<file path="config.mk">
export PLATFORM = sky130hd
export DESIGN_NAME = relax_controller_flat
export DESIGN_NICKNAME = d
export VERILOG_FILES = /design/src/rtl/dijkstra_pkg.sv /design/src/rtl/relax_controller_if.sv /design/src/rtl/relax_compare.sv /design/src/rtl/relax_controller.sv /design/src/flat_wrapper.sv
export SDC_FILE = /design/constraint.sdc
export NUM_CORES = 1
export LEC_CHECK = 0
export BUFFER_PORTS_ARGS = -buffer_cell sky130_fd_sc_hd__buf_2
export CORE_UTILIZATION = 54
export DETAILED_ROUTE_END_ITERATION = 10
export GPL_TIMING_DRIVEN = 0
export PLACE_DENSITY_LB_ADDON = 0.25
export SYNTH_ARGS = -nofsm -noshare
export SYNTH_HDL_FRONTEND = slang
export SYNTH_HIERARCHICAL = 1
export SYNTH_SLANG_ARGS = --single-unit
</file>
<file path="constraint.sdc">
create_clock -name clock -period 5.6 [get_ports clock]
set_clock_uncertainty 0.2 [all_clocks]
set_input_delay 0.28 -clock clock [delete_from_list [all_inputs] [get_ports clock]]
set_output_delay 0.28 -clock clock [all_outputs]
set_load 0.01 [all_outputs]
</file>
<file path="src/rtl/dijkstra_pkg.sv">
// Shared types and constants for the Dijkstra relaxation stage.
// Default sizing: 8 nodes, 3-bit index, 8-bit distances with all-ones as INFINITY.
package dijkstra_pkg;
  localparam int DEF_MAX_NODES   = 8;
  localparam int DEF_INDEX_WIDTH = 3;
  localparam int DEF_VALUE_WIDTH = 8;

  localparam logic [DEF_VALUE_WIDTH-1:0] INFINITY = '1;

  typedef enum logic [2:0] {
    IDLE,
    INIT,
    SETTLE,
    WAIT_MIN,
    FETCH,
    RELAX,
    DONE
  } relax_state_t;
endpackage

</file>
<file path="src/rtl/relax_controller_if.sv">
// Bundle between the relax controller (master) and its priority queue plus
// adjacency RAM (slave).
interface relax_controller_if
  import dijkstra_pkg::*;
#(
  parameter int MAX_NODES   = DEF_MAX_NODES,
  parameter int INDEX_WIDTH = DEF_INDEX_WIDTH,
  parameter int VALUE_WIDTH = DEF_VALUE_WIDTH
);
  // min_ready is a level-valid qualifier for min_index/min_value: the master
  // consumes the pair on any WAIT_MIN cycle where it is high; there is no ready back.
  logic                   pq_reset;
  logic                   pq_set_en;
  logic [INDEX_WIDTH-1:0] pq_index;
  logic [VALUE_WIDTH-1:0] pq_write_value;
  logic [VALUE_WIDTH-1:0] pq_read_value;
  logic [INDEX_WIDTH-1:0] min_index;
  logic [VALUE_WIDTH-1:0] min_value;
  logic                   min_ready;
  logic [INDEX_WIDTH-1:0] adj_row;
  logic [INDEX_WIDTH-1:0] adj_col;
  logic [VALUE_WIDTH-1:0] adj_weight;
  logic [MAX_NODES-1:0]   visited_vector;

  modport master (
    output pq_reset, pq_set_en, pq_index, pq_write_value,
    output adj_row, adj_col, visited_vector,
    input  pq_read_value, min_index, min_value, min_ready, adj_weight
  );

  modport slave (
    input  pq_reset, pq_set_en, pq_index, pq_write_value,
    input  adj_row, adj_col, visited_vector,
    output pq_read_value, min_index, min_value, min_ready, adj_weight
  );
endinterface

</file>
<file path="src/rtl/relax_compare.sv">
// Edge relaxation test: new distance du+weight is accepted only when the edge
// exists, the sum neither overflows nor reaches INFINITY, and it beats cur_dist.
module relax_compare #(
  parameter int VALUE_WIDTH = 8
) (
  input  logic [VALUE_WIDTH-1:0] du,
  input  logic [VALUE_WIDTH-1:0] weight,
  input  logic [VALUE_WIDTH-1:0] cur_dist,
  output logic                   update,
  output logic [VALUE_WIDTH-1:0] new_dist
);
  localparam logic [VALUE_WIDTH-1:0] INF = '1;

  logic [VALUE_WIDTH:0] sum;

  always_comb begin
    sum      = {1'b0, du} + {1'b0, weight};
    new_dist = sum[VALUE_WIDTH-1:0];
    // One extra bit makes the overflow case compare above INFINITY.
    update   = (weight != INF) && (sum < {1'b0, INF}) && (sum < {1'b0, cur_dist});
  end
endmodule

</file>
<file path="src/rtl/relax_controller.sv">
// Dijkstra control stage: pops the queue minimum, marks it visited and relaxes
// every neighbour. Optional RELAX_PRED_TRACK_EN adds a predecessor vector output.
module relax_controller
  import dijkstra_pkg::*;
#(
  parameter int MAX_NODES   = DEF_MAX_NODES,
  parameter int INDEX_WIDTH = DEF_INDEX_WIDTH,
  parameter int VALUE_WIDTH = DEF_VALUE_WIDTH
) (
  input  logic                   clock,
  input  logic                   reset,
  input  logic                   start,
  input  logic [INDEX_WIDTH-1:0] source,
  relax_controller_if.master     pq,
  output logic                   busy,
  output logic                   done,
  output relax_state_t           debug_state
`ifdef RELAX_PRED_TRACK_EN
  ,
  output logic [MAX_NODES-1:0][INDEX_WIDTH-1:0] pred_vector
`endif
);
  localparam logic [VALUE_WIDTH-1:0] INF  = '1;
  localparam logic [INDEX_WIDTH-1:0] LAST = INDEX_WIDTH'(MAX_NODES - 1);

  relax_state_t           state, state_next;
  logic [INDEX_WIDTH-1:0] u_q, v_q, src_q;
  logic [VALUE_WIDTH-1:0] du_q;
  logic [MAX_NODES-1:0]   visited_q;
  logic                   search_over;
  logic                   update;
  logic [VALUE_WIDTH-1:0] new_dist;

  relax_compare #(.VALUE_WIDTH(VALUE_WIDTH)) u_compare (
    .du       (du_q),
    .weight   (pq.adj_weight),
    .cur_dist (pq.pq_read_value),
    .update   (update),
    .new_dist (new_dist)
  );

  assign search_over = (pq.min_value == INF) || (&visited_q);

  always_ff @(posedge clock) begin
    if (reset) begin
      state     <= IDLE;
      u_q       <= '0;
      v_q       <= '0;
      src_q     <= '0;
      du_q      <= '0;
      visited_q <= '0;
    end else begin
      state <= state_next;
      case (state)
        IDLE, DONE: if (start) src_q <= source;
        INIT:       visited_q <= '0;
        WAIT_MIN: begin
          if (pq.min_ready) begin
            u_q  <= pq.min_index;
            du_q <= pq.min_value;
            if (!search_over) begin
              visited_q[pq.min_index] <= 1'b1;
              v_q                     <= '0;
            end
          end
        end
        RELAX:      if (v_q != LAST) v_q <= v_q + 1'b1;
        default: ;
      endcase
    end
  end

  always_comb begin
    state_next        = state;
    pq.pq_reset       = 1'b0;
    pq.pq_set_en      = 1'b0;
    pq.pq_index       = v_q;
    pq.pq_write_value = '0;
    case (state)
      IDLE, DONE: if (start) state_next = INIT;
      INIT: begin
        pq.pq_reset = 1'b1;
        pq.pq_index = src_q;
        state_next  = SETTLE;
      end
      // The queue's minimum is stale for one cycle after any write.
      SETTLE:   state_next = WAIT_MIN;
      WAIT_MIN: if (pq.min_ready) state_next = search_over ? DONE : FETCH;
      FETCH:    state_next = RELAX;
      RELAX: begin
        if (update && !visited_q[v_q]) begin
          pq.pq_set_en      = 1'b1;
          pq.pq_write_value = new_dist;
        end
        state_next = (v_q == LAST) ? SETTLE : FETCH;
      end
      default:  state_next = IDLE;
    endcase
  end

  assign pq.adj_row        = u_q;
  assign pq.adj_col        = v_q;
  assign pq.visited_vector = visited_q;
  assign busy              = (state != IDLE) && (state != DONE);
  assign done              = (state == DONE);
  assign debug_state       = state;

`ifdef RELAX_PRED_TRACK_EN
  logic [MAX_NODES-1:0][INDEX_WIDTH-1:0] pred_q;

  always_ff @(posedge clock) begin
    if (reset) begin
      pred_q <= '0;
    end else if (state == INIT) begin
      for (int i = 0; i < MAX_NODES; i++) pred_q[i] <= INDEX_WIDTH'(i);
    end else if (pq.pq_set_en) begin
      pred_q[v_q] <= u_q;
    end
  end

  assign pred_vector = pred_q;
`endif
endmodule

</file>
<file path="src/flat_wrapper.sv">
// flat-port wrapper written by rule: the top's interface ports become plain ports
module relax_controller_flat import dijkstra_pkg::*;
#(
  parameter int MAX_NODES   = DEF_MAX_NODES,
  parameter int INDEX_WIDTH = DEF_INDEX_WIDTH,
  parameter int VALUE_WIDTH = DEF_VALUE_WIDTH
)
  (clock, reset, start, source, busy, done, debug_state, pq_pq_reset, pq_pq_set_en, pq_pq_index, pq_pq_write_value, pq_adj_row, pq_adj_col, pq_visited_vector, pq_pq_read_value, pq_min_index, pq_min_value, pq_min_ready, pq_adj_weight);
  relax_controller_if #(.MAX_NODES(MAX_NODES), .INDEX_WIDTH(INDEX_WIDTH), .VALUE_WIDTH(VALUE_WIDTH)) pq_i ();
  input  logic clock;
  input  logic reset;
  input  logic start;
  input  logic [INDEX_WIDTH-1:0] source;
  output logic busy;
  output logic done;
  output relax_state_t debug_state;
  output wire logic [$bits(pq_i.pq_reset)-1:0] pq_pq_reset;
  output wire logic [$bits(pq_i.pq_set_en)-1:0] pq_pq_set_en;
  output wire logic [$bits(pq_i.pq_index)-1:0] pq_pq_index;
  output wire logic [$bits(pq_i.pq_write_value)-1:0] pq_pq_write_value;
  output wire logic [$bits(pq_i.adj_row)-1:0] pq_adj_row;
  output wire logic [$bits(pq_i.adj_col)-1:0] pq_adj_col;
  output wire logic [$bits(pq_i.visited_vector)-1:0] pq_visited_vector;
  input wire logic [$bits(pq_i.pq_read_value)-1:0] pq_pq_read_value;
  input wire logic [$bits(pq_i.min_index)-1:0] pq_min_index;
  input wire logic [$bits(pq_i.min_value)-1:0] pq_min_value;
  input wire logic [$bits(pq_i.min_ready)-1:0] pq_min_ready;
  input wire logic [$bits(pq_i.adj_weight)-1:0] pq_adj_weight;
  assign pq_pq_reset = pq_i.pq_reset;
  assign pq_pq_set_en = pq_i.pq_set_en;
  assign pq_pq_index = pq_i.pq_index;
  assign pq_pq_write_value = pq_i.pq_write_value;
  assign pq_adj_row = pq_i.adj_row;
  assign pq_adj_col = pq_i.adj_col;
  assign pq_visited_vector = pq_i.visited_vector;
  assign pq_i.pq_read_value = pq_pq_read_value;
  assign pq_i.min_index = pq_min_index;
  assign pq_i.min_value = pq_min_value;
  assign pq_i.min_ready = pq_min_ready;
  assign pq_i.adj_weight = pq_adj_weight;
  relax_controller #(.MAX_NODES(MAX_NODES), .INDEX_WIDTH(INDEX_WIDTH), .VALUE_WIDTH(VALUE_WIDTH)) u_core (.clock(clock), .reset(reset), .start(start), .source(source), .pq(pq_i), .busy(busy), .done(done), .debug_state(debug_state));
endmodule
</file>
==> impl_metrics.yaml <==
status:
  status: "complete, no violations"
drt:
  via_per_inst: 5.782
  drt_iter0_markers: 92
  vias: 2099
  first_pass_iters: 5
  wl_per_cell_um: 14.18
  finalWirelength_um: 5146
  antenna_left: 0
  drc: 0
critical_path:
  cp_max_fo: 9
  worstPathArrival_ns: 3.36
  cp_top_family: "adder cells"
  critPathBufInv: 2
  crit_cells: 14
  critPathKind: "flop to primary output"
  cp_slowest_cell: "fa_1"
  crit_required_ns: 5.12
  path_cells: "ha_1 -> fa_1 -> a211oi_2 -> o21bai_1 -> a21oi_2 -> xnor2_1 -> ha_1 -> a21o_1 -> o21ai_0 -> and3_1 -> and3_1 -> buf_4 -> and2_1 -> buf_2"
  ff2ff_path_depth: 6
  start_kind: "flop"
  slowest_delay_ns: 0.46
  end_kind: "primary output"
floorplan:
  std_cell_rows: 21
  fp.dieW_um: 62.49
  dieArea_mm2: 0.003904
  design.core.area_mm2: 0.003416
  die_h_um: 62.49
  io_pins: 66
  start_util: 0.5784
sta:
  post-route-period-util: 0.6850
  slew_viol_final: 0
  final-setup-viol-count: 0
  maxSlewHeadroom: 0.6162
  rsz0062_at_grt: "false"
  finalSetupTns_ns: 0
  tightest_slew_ns: 0.5719
  min_period_ns: 3.836
  timing.fmax_mhz: 260.7
  finalHoldViolCount: 0
synthesis:
  syn_nets: 290
  ys_warn_count: 6
  synth.area.top_cells: "dfxtp_1 (28%), ha_1 (11%), nand2_1 (5.9%)"
  syn_area_mm2: 0.001976
  synthArstFlopShare: 0
  ys_types: 52
  ys_seq_area_frac: 0.2837
  synth_edf_count: 0
  syn_avg_cell_area_um2: 8.301
  synth_top_area_share: 0.2837
  syn_inst: 238
  yosysTopAreaCell: "dfxtp_1"
  synth_top_flop_cell: "dfxtp_1"
  ys_ff_latch: 28
pwr:
  p_leak_nw: 1.197
  p_total_mw: 0.5300
  powerDensity_mw_per_mm2: 211.3
  vdd_drop_max_mv: 0.2023
placed_design:
  dp.final_hpwl_um: 3652
  dp_cells: 348
  port_buffers: 64
  gp_congestion: 0.8364
finish:
  final_nets: 369
  final_cells: 363
  area_delta_synth_final_pct: 26.98
  drive_gt1_frac: 0.2563
global_route:
  grt_max_degree: 17
  grt_pass1_vias: 1881
  antenna_found_initial: 1
  overflow: 0
  grt_use_total: 0.2649
  grt_pass1_wl_um: 8328
job:
  max_cap_violations: 0
clock_network:
  worstSkewPairLatency_ns: 0.34
  path_clk_slew_ns: 0.16
  htreeDepth: 1
  post_cts.repair.setup_buffers: 0
  cts_tree: "built"
  cts_inserted_buffers: 3
  cts.path.max_buffers: 2
  cts_sinks: 28
  cts-root-buf: "clkbuf_4"
worst_hold_path:
  whs_path_depth: 3
  hold_class: "input port to flop"
per-layer routing:
layer  vias to the layer above  track usage  part of all wire
met1                       961       0.3209              0.41
met2                        86       0.4647              0.51
met4                         0       0.1366             0.028
met5                         -            0                 0
li1                       1040            -                 -
met3                        12      0.02190             0.051
area by class of cell:
| cell class | count | area (µm²) |
|---|---|---|
| clock buffer | 3 | 22.52 |
| fill | 286 | 907.1 |
| multi-input combinational | 186 | 1318 |
| inverter | 14 | 52.55 |
| timing repair buffer | 74 | 420.4 |
| tap | 46 | 57.56 |
| antenna | 1 | 2.502 |
| sequential | 28 | 560.5 |
| buffer | 10 | 45.04 |
| clock inverter | 1 | 30.03 |
registers in the layout (all words and copies together) (netlist names):
| name | cells |
|---|---|
| u_core/pq.visited_vector | 8 |
| u_core/pq.adj_row | 3 |
| u_core/src_q | 3 |
| u_core/du_q | 8 |
| u_core/debug_state | 3 |
| u_core/pq.adj_col | 3 |
worst register-to-register path: cells and delay by family (launching register included):
kind / cells / cell delay [ns]
compound gates: 2 / 0.29
fa+ha+maj: 2 / 0.46
flops: 1 / 0.42
simple gates: 2 / 0.61
final timing paths:
check             slack (ns)                 start              endpoint
hold reg to reg         0.26  u_core/pq.adj_row[1]  u_core/pq.adj_row[1]
hold / removal         0.006             source[1]       u_core/src_q[1]
setup reg to reg        3.54  u_core/pq.adj_col[0]  u_core/pq.adj_col[2]
setup / recovery        1.76        u_core/du_q[0]  pq_pq_write_value[0]
power breakdown:
group	switching (mW)	internal [mW]	total (mW)
logic	0.0943	0.0769	0.171
clock network	0.0635	0.0725	0.136
registers	0.0124	0.211	0.223
total	0.170	0.360	0.530
kinds of logic (layout without fill, tap and decap cells):
family	Yosys count	after routing	synth area share
buffers and inverters	24	102	0.04940
AO/OA/AOI/OAI	59	59	0.2014
multiplexers	9	9	0.06396
XOR/XNOR	4	4	0.01774
AND/OR/NAND/NOR	94	94	0.2559
other	0	1	0
flip-flops	28	28	0.2837
adder cells (fa/ha/maj)	20	20	0.1279
cells in the mapped netlist, drive strengths merged, types with 5 or more instances:
cell	n
nand2	31
dfxtp	28
a21oi	19
ha	17
inv	14
nor2	14
o21ai	11
and2	8
nand4	8
and3	6
nor2b	6
a211oi	5
a32o	5
buf	5
clkbuf	5
nor3	5
repair_timing:
item | CTS | global route
hold buffers | 10 | 0
resized for setup | 0 | 0
endpoints found under the hold margin | 10 | 0
cell usage in the layout (no fill, tap or decap), types with 2 or more instances in the layout:
cell type      instances
a211oi_1               4
a21o_1                 3
a21oi_1               18
a22o_1                 3
a31oi_1                2
a32o_1                 5
and2_1                 8
and3_1                 6
and4b_1                3
buf_2                 67
clkbuf_1               5
clkbuf_4               3
dfxtp_1               28
dlygate4sd3_1         10
ha_1                  17
inv_1                 13
maj3_1                 2
mux2_2                 3
mux2i_1                4
mux4_1                 2
nand2_1               31
nand3_1                3
nand4_1                8
nor2_1                13
nor2b_1                6
nor3_1                 5
nor3b_1                2
nor4bb_1               2
o21ai_0                9
o21ai_1                2
o21bai_1               2
or3_1                  2
xnor2_1                2
xor2_1                 2
per-stage QoR:
step           utilization  worst slack, ns  cell area (µm²)  hold slack [ns]
2_1_floorplan            -            2.456             1976           0.2160
5_1_grt             0.7344            1.555             2509          0.03042
4_1_cts             0.7337            1.751             2506          0.02100
3_5_place_dp        0.6890            2.064             2354           0.2432
3_3_place_gp        0.6890            2.090             2354           0.2414
6_report            0.7344            1.764             2509         0.005990
(Power assumes the default switching activity.)
